## src/rtl/bec_operand_loader_pkg.sv

```systemverilog
// bec_pkg: shared constants and types for the BEC operand loader.
//   FIELD_W/LO_W/HI_W : operand width and the split into the low and high frame halves.
//   NUM_OPS           : number of operands; frame tags run 0..2*NUM_OPS-1.
//   state_t           : loader FSM states.
//   err_t             : err_code values.
//   W1..KEY           : operand index (frame_tag >> 1).
package bec_pkg;

  localparam int FIELD_W = 163;
  localparam int LO_W    = 82;
  localparam int HI_W    = FIELD_W - LO_W;
  localparam int NUM_OPS = 7;
  localparam int TAG_W   = 4;
  localparam int CNT_W   = 8;

  localparam logic [TAG_W-1:0] LAST_TAG = TAG_W'(2*NUM_OPS - 1);

  typedef enum logic [2:0] {
    IDLE, LOAD, ARMED, RUN, ERROR
  } state_t;

  typedef enum logic [1:0] {
    ERR_NONE, ERR_ORDER, ERR_PARITY, ERR_RUN
  } err_t;

  localparam int W1 = 0, Z1 = 1, W2 = 2, Z2 = 3, INV_W0 = 4, D = 5, KEY = 6;

  // Operand index addressed by a frame tag; even tags carry the high half.
  function automatic logic [2:0] tag_op(input logic [TAG_W-1:0] tag);
    return tag[TAG_W-1:1];
  endfunction

endpackage

```

## src/rtl/bec_operand_loader_key_shifter.sv

```systemverilog
// bec_key_shifter: scalar key register plus the count of key bits still to serve.
//   i_clk, i_rst_n  : clock, async active-low reset
//   i_ld_hi/i_ld_lo : write key bits [162:82] from i_data[80:0] / bits [81:0] from i_data
//   i_arm           : reload keys_left with the full field width
//   i_shift         : shift key right (zero fill) and count one bit served
//   o_key_bit       : key LSB, combinational
//   o_keys_left     : remaining key bits, saturates at 0
module bec_key_shifter
  import bec_pkg::*;
(
  input  logic                i_clk,
  input  logic                i_rst_n,
  input  logic                i_ld_hi,
  input  logic                i_ld_lo,
  input  logic [LO_W-1:0]     i_data,
  input  logic                i_arm,
  input  logic                i_shift,
  output logic                o_key_bit,
  output logic [CNT_W-1:0]    o_keys_left
);

  logic [FIELD_W-1:0] r_key;
  logic [CNT_W-1:0]   r_left;

  always_ff @(posedge i_clk or negedge i_rst_n) begin
    if (!i_rst_n) begin
      r_key <= '0;
    end else if (i_shift) begin
      r_key <= r_key >> 1;
    end else begin
      if (i_ld_hi) r_key[FIELD_W-1:LO_W] <= i_data[HI_W-1:0];
      if (i_ld_lo) r_key[LO_W-1:0]       <= i_data;
    end
  end

  always_ff @(posedge i_clk or negedge i_rst_n) begin
    if (!i_rst_n)                      r_left <= '0;
    else if (i_arm)                    r_left <= CNT_W'(FIELD_W);
    else if (i_shift && r_left != '0)  r_left <= r_left - 1'b1;
  end

  assign o_key_bit   = r_key[0];
  assign o_keys_left = r_left;

endmodule

```

## src/rtl/bec_operand_loader.sv

```systemverilog
// bec_operand_loader: assembles the seven 163-bit BEC operands from 82-bit frames,
// arms the core, and serves key bits during the run.
//   i_clk, i_rst_n        : clock, async active-low reset
//   i_start               : begin load / start run / recover from error
//   i_frame_valid/tag/data: frame input; even tag 2k = operand k high half, odd = low half
//   i_frame_par           : even parity over frame data (BEC_LOADER_PARITY_EN only)
//   i_key_shift           : next key bit request from the core
//   i_core_done           : core finished; back to IDLE
//   o_frame_ack           : one-cycle ack, cycle after an accepted frame
//   o_w1..o_d             : operand registers
//   o_key_bit/o_keys_left : current key LSB and bits remaining
//   o_core_enable         : high while running
//   o_load_done/o_load_err/o_err_code : ARMED, ERROR, error cause
// Optional build macro BEC_LOADER_PARITY_EN: reject frames whose parity mismatches.
module bec_operand_loader
  import bec_pkg::*;
(
  input  logic               i_clk,
  input  logic               i_rst_n,
  input  logic               i_start,
  input  logic               i_frame_valid,
  input  logic [TAG_W-1:0]   i_frame_tag,
  input  logic [LO_W-1:0]    i_frame_data,
  input  logic               i_frame_par,
  input  logic               i_key_shift,
  input  logic               i_core_done,
  output logic               o_frame_ack,
  output logic [FIELD_W-1:0] o_w1,
  output logic [FIELD_W-1:0] o_z1,
  output logic [FIELD_W-1:0] o_w2,
  output logic [FIELD_W-1:0] o_z2,
  output logic [FIELD_W-1:0] o_inv_w0,
  output logic [FIELD_W-1:0] o_d,
  output logic               o_key_bit,
  output logic [CNT_W-1:0]   o_keys_left,
  output logic               o_core_enable,
  output logic               o_load_done,
  output logic               o_load_err,
  output logic [1:0]         o_err_code
);

  state_t             r_state, w_state_nxt;
  err_t               r_err, w_err_nxt;
  logic [TAG_W-1:0]   r_exp_tag, w_exp_tag_nxt;
  logic               r_ack;
  logic               w_accept, w_arm, w_shift, w_par_ok, w_hi;
  logic [2:0]         w_op;

  // Non-key operands; the key lives in the shifter.
  logic [NUM_OPS-2:0][FIELD_W-1:0] r_ops;

`ifdef BEC_LOADER_PARITY_EN
  assign w_par_ok = ((^i_frame_data) == i_frame_par);
`else
  logic w_unused_par;
  assign w_unused_par = i_frame_par;
  assign w_par_ok     = 1'b1;
`endif

  assign w_op = tag_op(i_frame_tag);
  assign w_hi = ~i_frame_tag[0];

  always_comb begin
    w_state_nxt   = r_state;
    w_err_nxt     = r_err;
    w_exp_tag_nxt = r_exp_tag;
    w_accept      = 1'b0;
    w_arm         = 1'b0;
    unique case (r_state)
      IDLE: begin
        if (i_start) begin
          w_state_nxt   = LOAD;
          w_exp_tag_nxt = '0;
        end
      end
      LOAD: begin
        // start wins over a coincident frame: the sequence restarts at tag 0
        if (i_start) begin
          w_exp_tag_nxt = '0;
        end else if (i_frame_valid) begin
          if (!w_par_ok) begin
            w_state_nxt = ERROR;
            w_err_nxt   = ERR_PARITY;
          end else if (i_frame_tag != r_exp_tag) begin
            w_state_nxt = ERROR;
            w_err_nxt   = ERR_ORDER;
          end else begin
            w_accept      = 1'b1;
            w_exp_tag_nxt = r_exp_tag + 1'b1;
            if (i_frame_tag == LAST_TAG) begin
              w_state_nxt = ARMED;
              w_arm       = 1'b1;
            end
          end
        end
      end
      ARMED: begin
        if (i_start) w_state_nxt = RUN;
      end
      RUN: begin
        if (i_frame_valid) begin
          w_state_nxt = ERROR;
          w_err_nxt   = ERR_RUN;
        end else if (i_core_done) begin
          w_state_nxt = IDLE;
        end
      end
      ERROR: begin
        if (i_start) begin
          w_state_nxt   = LOAD;
          w_err_nxt     = ERR_NONE;
          w_exp_tag_nxt = '0;
        end
      end
      default: w_state_nxt = IDLE;
    endcase
  end

  // Key shifts in RUN regardless of a coincident core_done or stray frame.
  assign w_shift = (r_state == RUN) && i_key_shift;

  always_ff @(posedge i_clk or negedge i_rst_n) begin
    if (!i_rst_n) begin
      r_state   <= IDLE;
      r_err     <= ERR_NONE;
      r_exp_tag <= '0;
      r_ack     <= 1'b0;
    end else begin
      r_state   <= w_state_nxt;
      r_err     <= w_err_nxt;
      r_exp_tag <= w_exp_tag_nxt;
      r_ack     <= w_accept;
    end
  end

  always_ff @(posedge i_clk or negedge i_rst_n) begin
    if (!i_rst_n) begin
      r_ops <= '0;
    end else if (w_accept) begin
      for (int k = 0; k < NUM_OPS - 1; k++) begin
        if (w_op == 3'(k)) begin
          if (w_hi) r_ops[k][FIELD_W-1:LO_W] <= i_frame_data[HI_W-1:0];
          else      r_ops[k][LO_W-1:0]       <= i_frame_data;
        end
      end
    end
  end

  bec_key_shifter u_key (
    .i_clk       (i_clk),
    .i_rst_n     (i_rst_n),
    .i_ld_hi     (w_accept && (w_op == 3'(KEY)) && w_hi),
    .i_ld_lo     (w_accept && (w_op == 3'(KEY)) && !w_hi),
    .i_data      (i_frame_data),
    .i_arm       (w_arm),
    .i_shift     (w_shift),
    .o_key_bit   (o_key_bit),
    .o_keys_left (o_keys_left)
  );

  assign o_frame_ack   = r_ack;
  assign o_w1          = r_ops[W1];
  assign o_z1          = r_ops[Z1];
  assign o_w2          = r_ops[W2];
  assign o_z2          = r_ops[Z2];
  assign o_inv_w0      = r_ops[INV_W0];
  assign o_d           = r_ops[D];
  assign o_core_enable = (r_state == RUN);
  assign o_load_done   = (r_state == ARMED);
  assign o_load_err    = (r_state == ERROR);
  assign o_err_code    = r_err;

endmodule

```

## config.mk

```make
export PLATFORM = sky130hd
export DESIGN_NAME = bec_operand_loader
export DESIGN_NICKNAME = d
export VERILOG_FILES = /design/src/rtl/bec_operand_loader_pkg.sv /design/src/rtl/bec_operand_loader_key_shifter.sv /design/src/rtl/bec_operand_loader.sv
export SDC_FILE = /design/constraint.sdc
export NUM_CORES = 1
export LEC_CHECK = 0
export CAP_MARGIN = 10
export CORE_AREA = 5 5 419 421
export CTS_CLUSTER_SIZE = 12
export DETAILED_ROUTE_END_ITERATION = 8
export DIE_AREA = 0 0 424 426
export GPL_TIMING_DRIVEN = 0
export REMOVE_ABC_BUFFERS = 1
export SLEW_MARGIN = 20
export SYNTH_ARGS = -nofsm -noshare
export SYNTH_HDL_FRONTEND = slang
export SYNTH_HIERARCHICAL = 1
export SYNTH_SLANG_ARGS = --single-unit
```

## constraint.sdc

```tcl
create_clock -name i_clk -period 3.05 [get_ports i_clk]
set_clock_uncertainty 0.15 [all_clocks]
set_input_delay 0.61 -clock i_clk [delete_from_list [all_inputs] [get_ports i_clk]]
set_output_delay 0.61 -clock i_clk [all_outputs]
set_load 0.03 [all_outputs]
```

---- Word-level counts from Yosys, hierarchy flattened ----
Index checks and enable logic that the tools add are counted.
storage, ports and cells
  register bits ........................... 1,159
  input port bits ......................... 93
  output and inout bits ................... 993
  word-level logic and storage cells ...... 108
cells by class
  add/subtract/negate cells ............... 2
  equal/unequal tests ..................... 23
  multiplexer cells ....................... 34
  bitwise logic cells ..................... 1
  reduce and logical (&&, ||, !) cells .... 29
operator list
  kind                   number
  $mux W163              1
  $mux W82               1
  $mux W81               1
  $reduce_and A3 Y1      12
  $mux W3                8
  $mux W4                4
  $mux W8                2
  $eq A3 B2 Y1 const B   4
  $eq A3 B3 Y1 const B   4
  $ne A2 B2 Y1 const B   6
  $ne A3 B3 Y1 const B   4
  $pmux W3 S4            1
  $reduce_and A6 Y1      2
  $mux W2                5
  $mux W1                9
  $pmux W4 S2            1
  $reduce_bool A2 Y1     4
  $reduce_bool A8 Y1     1
  $sub A8 B1 Y8 const B  1
  $eq A3 B1 Y1 const B   2
  $logic_not A3 Y1       2
  $pmux W2 S3            1
  $logic_and A1 B1 Y1    5
  $add A4 B1 Y4 const B  1
  7 further kinds        7

---- Depth between registers and ports, before layout ----
Gate-level depths: netlist (run 1).
  depth after elaboration ................. 9
  mapped depth ............................ 10

---- Modules after synthesis ----
Netlist (run 1), hierarchy kept.
by module, submodules not included
  module              instances  cells an instance  area an instance (um^2)
  bec_operand_loader  1          2,231              37,464.7
  bec_key_shifter     1          752                7,832.5

---- Worst setup path after synthesis (run 1) ----
Ideal clock, no wire load.
  path kind ............................... input -> register
  start ................................... input port i_frame_tag[0]
  end ..................................... register u_key.r_key[149]
  library setup time ...................... 0.136 ns
  arrival ................................. 2.631 ns
  path slack .............................. 0.133 ns
  stages .................................. 10
  cells stage by stage .................... clkbuf_1 -> xor2_1 -> nor4_1 -> clkbuf_1 -> nand3_1 -> nor4_1 -> clkbuf_1 -> buf_2 -> mux2i_1 -> o21ai_0
between the ends
  cells in the longest elaborated chain, start to end .. 8
  elaborated cells on any way between the ends .. 9
  those cells by class .................... eq/ne: 1; mux: 4; bitwise: 1; reduce/logical: 3
RTL lines
  what                                     line                                  source
  start, declared                          bec_operand_loader.sv:22              input logic [TAG_W-1:0] i_frame_tag,
  $ne A4 B4 Y1                             bec_operand_loader.sv:84              end else if (i_frame_tag != r_exp_tag) begin
  $mux W1                                  bec_operand_loader.sv:84
  $mux W1                                  bec_operand_loader.sv:80              end else if (i_frame_valid) begin
  $mux W1                                  bec_operand_loader.sv:78              if (i_start) begin
  $mux W1                                  bec_operand_loader.sv:69              unique case (r_state)
  $logic_and A1 B1 Y1                      bec_operand_loader.sv:152             .i_ld_hi (w_accept && (w_op == 3'(KEY)) && w_hi),
  $logic_and A1 B1 Y1 (*)                  bec_operand_loader.sv:152
  $reduce_bool A2 Y1 (no source line) (*)  -
  end signal, assigned                     bec_operand_loader_key_shifter.sv:29  r_key <= r_key >> 1;
  end signal, assigned by index            bec_operand_loader_key_shifter.sv:31  if (i_ld_hi) r_key[FIELD_W-1:LO_W] <= i_data[HI_W-1:0];
  end signal, assigned by index            bec_operand_loader_key_shifter.sv:32  if (i_ld_lo) r_key[LO_W-1:0] <= i_data;
  end, declared                            bec_operand_loader_key_shifter.sv:22  logic [FIELD_W-1:0] r_key;
Every way passes the cells marked *; elsewhere a longest branch is shown, timed or not.
A chain may end at the register's enable or synchronous reset.

---- Final worst setup path (run 1) ----
  start ................................... input port i_frame_tag[0]
  end ..................................... register u_key.r_key[126]
The elaborated chain is that of the path after synthesis.

==> flow_metrics.env, run 1 <==
export IMPL_final_area_sq_um=64200
export IMPL_pwr_share_comb_pct=6.0
export IMPL_fmax_ghz=0.343
export IMPL_wl_per_cell_microns=24.1
export IMPL_clk_pin_slew_ps=60
export IMPL_ys_async_sr_fraction_pct=100
export IMPL_p_per_area_nw_per_um2=535
export IMPL_cts_tree="yes"
export IMPL_ys_seq_area_share_pct=64.0
export IMPL_dieArea_sq_um=181000
export IMPL_status="finished clean"
export IMPL_fin_crit_sh_pct=95.7
export IMPL_synthFlopType="dfrtp_1"
export IMPL_cts_sinks=1159
export IMPL_yosys_warnings=6
export IMPL_drtAntennaViolNets=0
export IMPL_diodes=0
export IMPL_clock_path_buffers=3
export IMPL_port_buffers=1084
export IMPL_vias_per_cell=4.54
export IMPL_route_detailed_drc=0
export IMPL_routed_wl_microns=155000
export IMPL_drive_gt1_share_pct=29.6
export IMPL_max_stage_delay_ps=700
export IMPL_nNetsFinal=4174
export IMPL_core_rowCount=152
export IMPL_antenna_found_initial=5
export IMPL_vias=29100
export IMPL_setup_viol=0
export IMPL_crit_path_top_delay_cell="clkdlybuf4s50_1"
export IMPL_slew_headroom_pct=29.2
export IMPL_grt_usage_pct=16.6
export IMPL_overflow=0
export IMPL_start_util_pct=26.5
export IMPL_grt_max_degree=143
export IMPL_arrival_ps=3400
export IMPL_seq_power_share_pct=46.0
export IMPL_cts_buffers_inserted=137
export IMPL_final_cell_mix="dfrtp_1, clkdlybuf4s50_1, mux2_2, nand2_1"
export IMPL_grt_pass1_wl_microns=223000
export IMPL_mappedNetlistArea_sq_um=45300
export IMPL_crit_required_ps=3530
export IMPL_ios=1086
export IMPL_gp_congestion=0.751
export IMPL_syn_inst=2983
export IMPL_crit_fanout=14
export IMPL_cellLeakagePower_nw=29.3
export IMPL_ys_seq_elements=1159
export IMPL_htree_levels=4
export IMPL_place_detailed_hpwl_microns=108000
export IMPL_netSwitchingFraction_pct=24.0
export IMPL_clkPwrFrac_pct=48.1
export IMPL_path_class="in -> reg"
export IMPL_place_area_sq_um=59300
export IMPL_area_growth_pct=41.7
export IMPL_synth_edf_count=0
export IMPL_slew_viol_final=0
export IMPL_critPathBufInv=5
export IMPL_hold_class="in -> async"
export IMPL_cap_violations=0
export IMPL_die_w_microns=424
export IMPL_final_common_cell="dfrtp_1"
export IMPL_ir_drop_mv=0.543
export IMPL_critPathCaptureType="register"
export IMPL_p_sw_mw=8.24
export IMPL_core_area_sq_um=171000
export IMPL_synth_avg_cell_area_sq_um=15.2
export IMPL_hold_viol=0
export IMPL_min_period_ps=2920
export IMPL_synth_cell_type_count=53
export IMPL_cts_root_buf="clkbuf_16"
export IMPL_cp_start_kind="input port"
export IMPL_utilization_pct=37.5
export IMPL_die_h_microns=426
export IMPL_dr_pass1_iters=5
export IMPL_critical_path_top_delay_family="buffers and inverters"
export IMPL_clk_latency_ps=780
export IMPL_drtIter0Drc=1351
export IMPL_first_global_vias=30500
export IMPL_tightestPinTransition_ps=1060
export IMPL_internal_power_mw=26.1
export IMPL_crit_chain="clkdlybuf4s50_1 > xor2_1 > nor4_4 > nand3_2 > nor4_4 > buf_4 > buf_8 > buf_4 > buf_2 > mux2i_1 > o21ai_0"
==> flip-flops by register name, indices dropped and copies added (netlist names) <==
name / cells
o_z1: 163
r_exp_tag: 4
o_z2: 163
u_key/r_key: 163
o_w2: 163
o_d: 163
o_w1: 163
o_inv_w0: 163
o_frame_ack: 1
o_err_code: 2
r_state: 3
u_key/o_keys_left: 8
==> through the flow <==
step / cells / power (mW) / hold WS [ps] / setup slack [ps] / TNS [ps]
4_1_cts: 6402 / 34.9 / 51.7 / 11.9 / 0
3_5_place_dp: 6149 / 18.1 / 285 / -2940 / -847920
2_1_floorplan: 2745 / 16.7 / 164 / -11350 / -2193860
5_1_grt: 6417 / 35.6 / 87.7 / -12.6 / -12.6
3_3_place_gp: 6062 / 18.0 / 316 / -53280 / -
6_report: 6417 / 34.3 / 154 / 131 / 0
==> power by group through the flow <==
stage	logic, mW	registers (mW)	clock network (mW)
floorplan	0.285	16.5	0
global placement	1.89	16.1	0
detailed placement	2.08	16.1	0
CTS	2.09	15.8	17.1
global route	2.19	15.8	17.6
finish	2.04	15.8	16.5
==> metal layers <==
metal  share of wire (%)  up-vias  global-route usage, %
li1                    -    12600                      -
met1                  39    15400                   19.4
met2                  50      881                   28.6
met3                 6.7      251                   5.15
met4                 3.9        0                   6.45
met5                   0        -                      0
==> final cells by class <==
type / instances / area [sq um]
Multi-Input combinational cell: 1580 / 15100
Tap cell: 2233 / 2790
Inverter: 8 / 30.0
Sequential cell: 1159 / 29000
Clock buffer: 202 / 4040
Fill cell: 16200 / 107000
Clock inverter: 43 / 523
Timing Repair Buffer: 1192 / 12700
==> logic make-up (layout without fill, tap and decap cells) <==
kind of cell    Yosys count  in the layout  synth area share [%]
fa+ha+maj                 3              3                0.0829
simple gates            237            239                  2.62
buf+inv                 246           1445                  2.91
xor+xnor                  4              4                0.0773
flops                  1159           1159                  64.0
mux                    1145           1145                  28.0
compound gates          189            189                  2.28
==> cells in the mapped netlist, types with 3 or more instances <==
library cell  number  area (sq um)
nand2_1          175           657
mux2_1            99          1110
inv_1              8          30.0
clkbuf_1         124           465
nor2_8             4          80.1
nor4_1             5          31.3
mux2i_1          167          1670
and3_1             3          18.8
ha_1               3          37.5
nand3_4            3          52.6
o21ai_0          167           836
a21oi_1            4          20.0
xor2_1             4          35.0
nor2_1            10          37.5
dfrtp_1         1159         29000
nor2b_1            5          31.3
nand3b_1           3          22.5
and2_1             3          18.8
buf_6             40           450
buf_2             72           360
nand3_1            3          15.0
nor2_4             8          90.1
mux2_2           879          9900
==> final timing paths <==
kind                                    end  cells after the start       startpoint  slack (ps)
max                        u_key/r_key[126]                     11   i_frame_tag[0]         130
min reg2reg                 u_key/r_key[39]                      2  u_key/r_key[40]         300
max in group asynchronous         o_z1[111]                      5          i_rst_n         380
min in group i_clk          u_key/r_key[39]                      2  u_key/r_key[40]         300
min                            o_inv_w0[90]                      2          i_rst_n         150
max reg2reg                u_key/r_key[126]                     10     r_exp_tag[2]         160
==> timing repair <==
action,4_1_cts,5_1_grt
pin swaps,9,7
cloned,1,1
hold buffers,1,0
setup buffers,16,18
resized for setup,16,7
endpoints found under the hold margin,142,0
setup endpoints to repair,655,153
(Power assumes the default switching activity.)
==> run 2: changes to the inputs <==
PLACE_DENSITY = 0.58   (was not set)
==> run 2 against run 1 <==
Compared with the run above:
- the run now ends with negative setup slack left
- routed wire length rose by 1.3%
- critical path depth decreased by 4
- fmax down 6.8%
- design area grew 0.12%
- critical path type is now reg -> reg
==> flow_metrics.env, run 2 (synthesized netlist as in run 1, its figures left out) <==
export IMPL_critPathBufInv=3
export IMPL_ir_drop_mv=0.553
export IMPL_r2r_start="r_state[1]"
export IMPL_final_common_cell="dfrtp_1"
export IMPL_grt_max_degree=143
export IMPL_setup_viol=36
export IMPL_p_total_mw=34.1
export IMPL_die_w_microns=424
export IMPL_crit_path_top_delay_cell="nor2_8"
export IMPL_nNetsFinal=4173
export IMPL_max_stage_delay_ps=590
export IMPL_critPathCaptureType="register"
export IMPL_dr_pass1_iters=5
export IMPL_path_class="reg -> reg"
export IMPL_fin_crit_sh_pct=103
export IMPL_final_cell_mix="dfrtp_1, clkdlybuf4s50_1, mux2_2, nand2_1"
export IMPL_grt_setup_unrepaired="true"
export IMPL_grt_pass1_wl_microns=223000
export IMPL_min_period_ps=3130
export IMPL_dieArea_sq_um=181000
export IMPL_slew_viol_final=0
export IMPL_cellLeakagePower_nw=29.3
export IMPL_setup_slack_ps=-82.5
export IMPL_failed_checks="negative setup slack"
export IMPL_cts_buffers_inserted=136
export IMPL_vias=29000
export IMPL_slew_headroom_pct=26.5
export IMPL_final_area_sq_um=64300
export IMPL_routed_wl_microns=157000
export IMPL_fmax_ghz=0.319
export IMPL_drtAntennaViolNets=0
export IMPL_critical_path_top_delay_family="simple AND/OR/NAND/NOR gates"
export IMPL_arrival_ps=3620
export IMPL_wl_per_cell_microns=24.5
export IMPL_cap_violations=0
export IMPL_ios=1086
export IMPL_clk_pin_slew_ps=60
export IMPL_first_global_vias=30300
export IMPL_tightestPinTransition_ps=1100
export IMPL_hold_viol=0
export IMPL_die_h_microns=426
export IMPL_htree_levels=4
export IMPL_cts_tree="yes"
export IMPL_p_per_area_nw_per_um2=531
export IMPL_start_util_pct=26.5
export IMPL_rr_worst_depth=7
export IMPL_clock_path_buffers=3
export IMPL_grt_usage_pct=16.8
export IMPL_timing_rr_end="o_z1[153]"
export IMPL_hold_class="in -> async"
export IMPL_drtIter0Drc=1505
export IMPL_place_area_sq_um=59400
export IMPL_cts_root_buf="clkbuf_16"
export IMPL_vias_per_cell=4.52
export IMPL_crit_fanout=23
export IMPL_r2r_setup_slack_ps=-80
export IMPL_place_detailed_hpwl_microns=111000
export IMPL_overflow=0
export IMPL_crit_chain="nor4bb_4 > buf_6 > nand3_4 > nor2_8 > buf_12 > buf_16 > mux2_2"
export IMPL_clk_latency_ps=770
export IMPL_cp_start_kind="register"
export IMPL_area_growth_pct=41.8
export IMPL_gp_congestion=0.746
export IMPL_drive_gt1_share_pct=29.6
export IMPL_core_rowCount=152
export IMPL_status="finished with violations"
export IMPL_core_area_sq_um=171000
export IMPL_port_buffers=1084
export IMPL_route_detailed_drc=0
export IMPL_antenna_found_initial=3
export IMPL_cts_sinks=1159
export IMPL_crit_required_ps=3540
[run 2: routing by layer]
metal  share of wire [%]  vias up  track usage, %  routed length, microns
met5                   0        -               0                       0
met4                 4.3        0            7.35                    6740
met3                 6.7      277            5.18                   10500
met2                  49      883            28.1                   77300
met1                  40    15200            19.9                   62300
li1                    -    12600               -                       -
[run 2: timing repair]
item / CTS / global route
setup endpoints to repair: 753 / 65
endpoints found under the hold margin: 114 / 0
pin swaps: 13 / 3
buffers inserted: 19 / 6
gates resized for setup: 30 / 13
hold buffers: 1 / 0
cloned: 0 / 2
[run 2: area by class of cell]
class / count / area (sq um)
fillers: 16200 / 107000
clock buffers: 199 / 3950
inverters: 8 / 30.0
repair buffers: 1192 / 12900
diodes: 3 / 7.51
well taps: 2233 / 2790
multi-input cells: 1580 / 15100
clock inverters: 38 / 480
flip-flops and latches: 1159 / 29000
[run 2: metrics by stage]
step	TNS, ps	std cells	setup slack [ps]	utilization (%)	hold slack [ps]
floorplan	-2193860	2745	-11350	-	164
global placement	-	6062	-53780	33.7	317
CTS	-1960	6404	-90.0	37.5	169
finish	-1520	6412	-82.5	37.6	238
global route	-5140	6409	-178	37.6	212
detailed placement	-886970	6152	-2180	34.8	319
[run 2: how the worst max path moves through the flow]
stage / cells past startpoint / start / slack, ps / to
final: 7 / r_state[1] / -80 / o_z1[153]
after detailed placement: 14 / i_frame_tag[1] / -2180 / u_key/r_key[154]
after floorplan: 5 / i_frame_valid / -11350 / u_key/r_key[100]
after global placement: 1 / i_rst_n / -53780 / o_d[128]
after CTS: 7 / r_state[1] / -90 / o_z1[155]
after global routing: 7 / r_state[1] / -180 / o_z1[154]
[run 2: power breakdown]
group          internal, mW  leakage, nW  switching [mW]
Clock                  9.48         2.18            6.76
Sequential             15.6         16.1           0.142
Combinational         0.699         11.0            1.38
Total                  25.8         29.3            8.28
[run 2: worst register-to-register path, stage by stage (launching register included)]
cell      delay (ps)
dfrtp_2          500
nor4bb_4         370
buf_6            210
nand3_4          210
nor2_8           590
buf_12           290
buf_16           280
mux2_2           420
==> edit 1, RTL diff (settings of run 2) <==
Change the package constant `NUM_OPS` from 7 to 14.
--- a/src/rtl/bec_operand_loader_pkg.sv
+++ b/src/rtl/bec_operand_loader_pkg.sv
@@ -9,7 +9,7 @@
   localparam int FIELD_W = 163;
   localparam int LO_W    = 82;
   localparam int HI_W    = FIELD_W - LO_W;
-  localparam int NUM_OPS = 7;
+  localparam int NUM_OPS = 14;
   localparam int TAG_W   = 4;
   localparam int CNT_W   = 8;
 
Check against the original RTL: not settled (the Yosys comparison gave no result); the edit may change what the design does.
==> edit 1 against run 2 <==
- design area hardly changed
- synthesized cell count rose by 0.13%
- first-iteration DRC count is 7.6% lower
- sequential cell count stayed put
- combinational power up 22%
- synthesized area increased by 0.27%
- sequential share of layout area about the same
- setup slack better by 0.17 ns
- die area is the same
- routed wire length is 1.9% higher
- total power grew 3.1%
- highest routed layer is now met5
==> edit 1: results (changes against run 2) <==
placement:
  gp_congestion: 0.7336  # was 0.7456
  placed_cell_area_sq_um: 59250  # was 59430 sq um
  placed_cells_incl_taps: 6175  # was 6152
  dp.final_hpwl_mm: 112.1  # was 110.7 mm
logic_synthesis:
  synth.distinct_cells: 58  # was 53
  synth.area.top_cells: "dfrtp_1, mux2_2, mux2i_1"  # unchanged
  ys_seq_area_share_pct: 63.85  # was 64.03%
  postSynthCellCount: 2987  # was 2983
worst_setup_path:
  reg2reg_depth: 8  # was 7
  worstReg2RegEnd: "o_z2[30]"  # was o_z1[153]
  crit_path_max_fanout: 26  # was 23
global_routing:
  grt_max_degree: 135  # was 143
  antenna_found_initial: 8  # was 3
  grt_pass1_wl_mm: 227.4  # was 223.4 mm
  global_route.usage.total_pct: 17.15  # was 16.77%
  grt_pass1_vias: 30920  # was 30290
cells_and_area:
  drive_gt1_share_pct: 32.38  # was 29.60%
  layout.nets: 4203  # was 4173
run_status:
  status: "finished, final reports clean"  # was complete, but fails checks
sta:
  tightest_slew_ns: 1.168  # was 1.098 ns
routing:
  viasPerCell: 4.520  # was 4.517
  num_vias: 29160  # was 28970
  wl_mm: 159.8  # was 156.8 mm
clock_network:
  numCtsBuffers: 140  # was 136
pwr:
  p_leak_nw: 29.82  # was 29.27 nW
  ir_drop_mv: 0.5643  # was 0.5528 mV
## edit 1: critical path, cell delays in order (launching register included)
cell	delay [ns]
dfrtp_2	0.45
nand4bb_4	0.27
buf_12	0.17
buf_4	0.13
nor3_4	0.36
nand3_4	0.41
buf_12	0.31
buf_12	0.19
mux2_2	0.31
## edit 1: what timing repair did
item	in CTS	in global routing
pin swaps	7	5
gates resized for setup	38	13
endpoints found under the hold margin	108	0
hold buffers	1	0
gates cloned	0	3
setup buffers	19	16
setup endpoints to repair	386	477
## edit 1: cells by family (layout without fill, tap and decap cells)
kind of cell	after synthesis	in the layout	share of synthesized area, %
AO/OA/AOI/OAI	193	193	2.336
XOR/XNOR	3	3	0.05786
adder cells (fa/ha/maj)	3	3	0.08265
buffers and inverters	252	1476	3.317
flip-flops	1159	1159	63.85
multiplexers	1144	1144	27.90
other	0	5	0
AND/OR/NAND/NOR	233	235	2.449
## edit 1: worst max path at each step
stage / slack, ns / cells past startpoint / to / startpoint
2_1_floorplan: -11.73 / 6 / u_key/r_key[0] / i_frame_tag[1]
3_3_place_gp: -53.81 / 1 / o_w1[147] / i_rst_n
3_5_place_dp: -2.76 / 15 / u_key/r_key[114] / i_frame_tag[1]
4_1_cts: -0.09 / 6 / o_z2[158] / r_state[1]
5_1_grt: -0.004 / 8 / o_z2[37] / r_state[1]
6_report: 0.09 / 8 / o_z2[30] / r_state[1]
## edit 1: final cells by class
cell class,count,area (sq um),share of cell area [%]
Antenna cell,5,12.51,0.01947
Inverter,8,30.03,0.04672
Multi-Input combinational cell,1578,15120,23.52
Sequential cell,1159,29010,45.13
Timing Repair Buffer,1220,12730,19.81
Clock inverter,43,510.5,0.7943
Clock buffer,205,4069,6.331
Tap cell,2233,2794,4.347
## edit 1: where the power goes
| part | total, mW | switching, mW | internal, mW |
|---|---|---|---|
| Sequential | 15.9 | 0.180 | 15.7 |
| Clock | 16.7 | 6.89 | 9.81 |
| Combinational | 2.54 | 1.63 | 0.911 |
| Total | 35.1 | 8.70 | 26.4 |
## edit 1: per-stage QoR
step | TNS [ns] | hold slack (ns) | setup WS [ns]
after floorplan | -2541.35 | 0.1644 | -11.73
final | 0 | 0.3123 | 0.08981
after global routing | -0.01109 | 0.2740 | -0.004416
after global placement | - | 0.3185 | -53.81
after CTS | -3.044 | 0.2376 | -0.08899
after detailed placement | -940.22 | 0.3133 | -2.758
## edit 1: layer usage
metal | wire, um | track usage, % | up-vias | share of wire, %
li1 | - | - | 12760 | -
met1 | 62300 | 19.97 | 15240 | 39
met2 | 79520 | 28.94 | 839 | 50
met3 | 10070 | 5.243 | 312 | 6.3
met4 | 7948 | 8.027 | 2 | 5.0
met5 | 7 | 0 | - | 0.0044
==> edit 2, RTL diff (settings of run 2) <==
Without the edit above. `r_exp_tag` no longer has a reset.
--- a/src/rtl/bec_operand_loader.sv
+++ b/src/rtl/bec_operand_loader.sv
@@ -123,14 +123,16 @@
     if (!i_rst_n) begin
       r_state   <= IDLE;
       r_err     <= ERR_NONE;
-      r_exp_tag <= '0;
       r_ack     <= 1'b0;
     end else begin
       r_state   <= w_state_nxt;
       r_err     <= w_err_nxt;
-      r_exp_tag <= w_exp_tag_nxt;
       r_ack     <= w_accept;
     end
+  end
+
+  always_ff @(posedge i_clk) begin
+    r_exp_tag <= w_exp_tag_nxt;
   end
 
   always_ff @(posedge i_clk or negedge i_rst_n) begin
Function: not settled (the Yosys comparison gave no result); the edit may change what the design does.
==> edit 2 against run 2 <==
- die area did not move
- combinational power grew 69%
- total power rose by 5.8%
- largest power group unchanged
- setup slack better by 0.17 ns
- design area down 0.35%
- hold slack got worse by 0.018 ns
- routed wire length fell by 0.84%
- synthesized area increased by 0.15%
- sequential cell count unchanged
==> edit 2: results (changes against run 2) <==
logic_synthesis:
  synthAdderAreaFrac_pct: 0.08274  # was 0.08287%
  synth.area.top_cells: "dfrtp_1, mux2_2, mux2i_1"  # unchanged
  async_flop_share_pct: 99.65  # was 100.0%
  synth_common_cells: "dfrtp_1, mux2_2, nand2_1"  # unchanged
  postSynthCellCount: 2985  # was 2983
  ys_seq_area_share_pct: 63.97  # was 64.03%
  muxShareOfSynthArea_pct: 27.94  # was 28.00%
cells_and_area:
  clk_share_pct: 6.981  # was 6.901%
  stdcell_area_sq_um: 64020  # was 64250 sq um
  seqCellArea_sq_um: 29020  # was 29010 sq um
  clkbuf_count: 205  # was 199
routing:
  met3_wirelength_mm: 9.925  # was 10.45 mm
  wl_mm: 155.5  # was 156.8 mm
  wl_per_cell_um: 24.27  # was 24.46 um
  met1Wirelength_mm: 61.02  # was 62.32 mm
placement:
  placed_cell_area_sq_um: 59230  # was 59430 sq um
  dp.final_hpwl_mm: 109.4  # was 110.7 mm
worst_setup_path:
  crit_slowest_cell: "clkdlybuf4s50_1"  # was nor2_8
  reg2reg_depth: 11  # was 7
  rrSetupSlack_ns: 0.10  # was -0.08 ns
  r2r_start: "r_exp_tag[3]"  # was r_state[1]
  critPathLaunch: "i_start"  # was r_state[1]
  crit_path_max_fanout: 20  # was 23
global_routing:
  grt_pass1_wl_mm: 220.9  # was 223.4 mm
  grt_pass1_vias: 29890  # was 30290
  antenna_found_initial: 6  # was 3
  global_route.usage.total_pct: 16.66  # was 16.77%
  grt_max_degree: 142  # was 143
pwr:
  p_leak_nw: 29.37  # was 29.27 nW
sta:
  relSlewSlack_pct: 28.64  # was 26.54%
run_status:
  status: "finished, final reports clean"  # was complete, but fails checks
## edit 2: routing by layer
metal | global-route usage [%] | vias to the layer above
li1 | - | 12660
met1 | 19.46 | 15160
met2 | 28.27 | 831
met3 | 5.090 | 267
met4 | 7.329 | 2
met5 | 0 | -
## edit 2: what timing repair did
action                                  CTS  global route
gates resized for setup                  27             9
pin swaps                                 4             8
setup buffers                             7            19
endpoints found under the setup margin  237           380
endpoints found under the hold margin   173             0
gates cloned                              1             2
hold buffers                              1             0
## edit 2: worst min-delay path by stage
stage / endpoint / slack, ns
after global routing: o_z2[55] / 0.18
after floorplan: o_d[0] / 0.16
after global placement: u_key/r_key[161] / 0.32
after detailed placement: u_key/r_key[58] / 0.32
final: o_z2[136] / 0.22
after CTS: o_err_code[0] / 0.11
## edit 2: power breakdown
part,switching (mW),total (mW),leakage [nW],internal [mW]
clock network,6.76,16.3,2.18,9.56
registers,0.294,16.2,16.1,15.9
logic,2.20,3.52,11.1,1.33
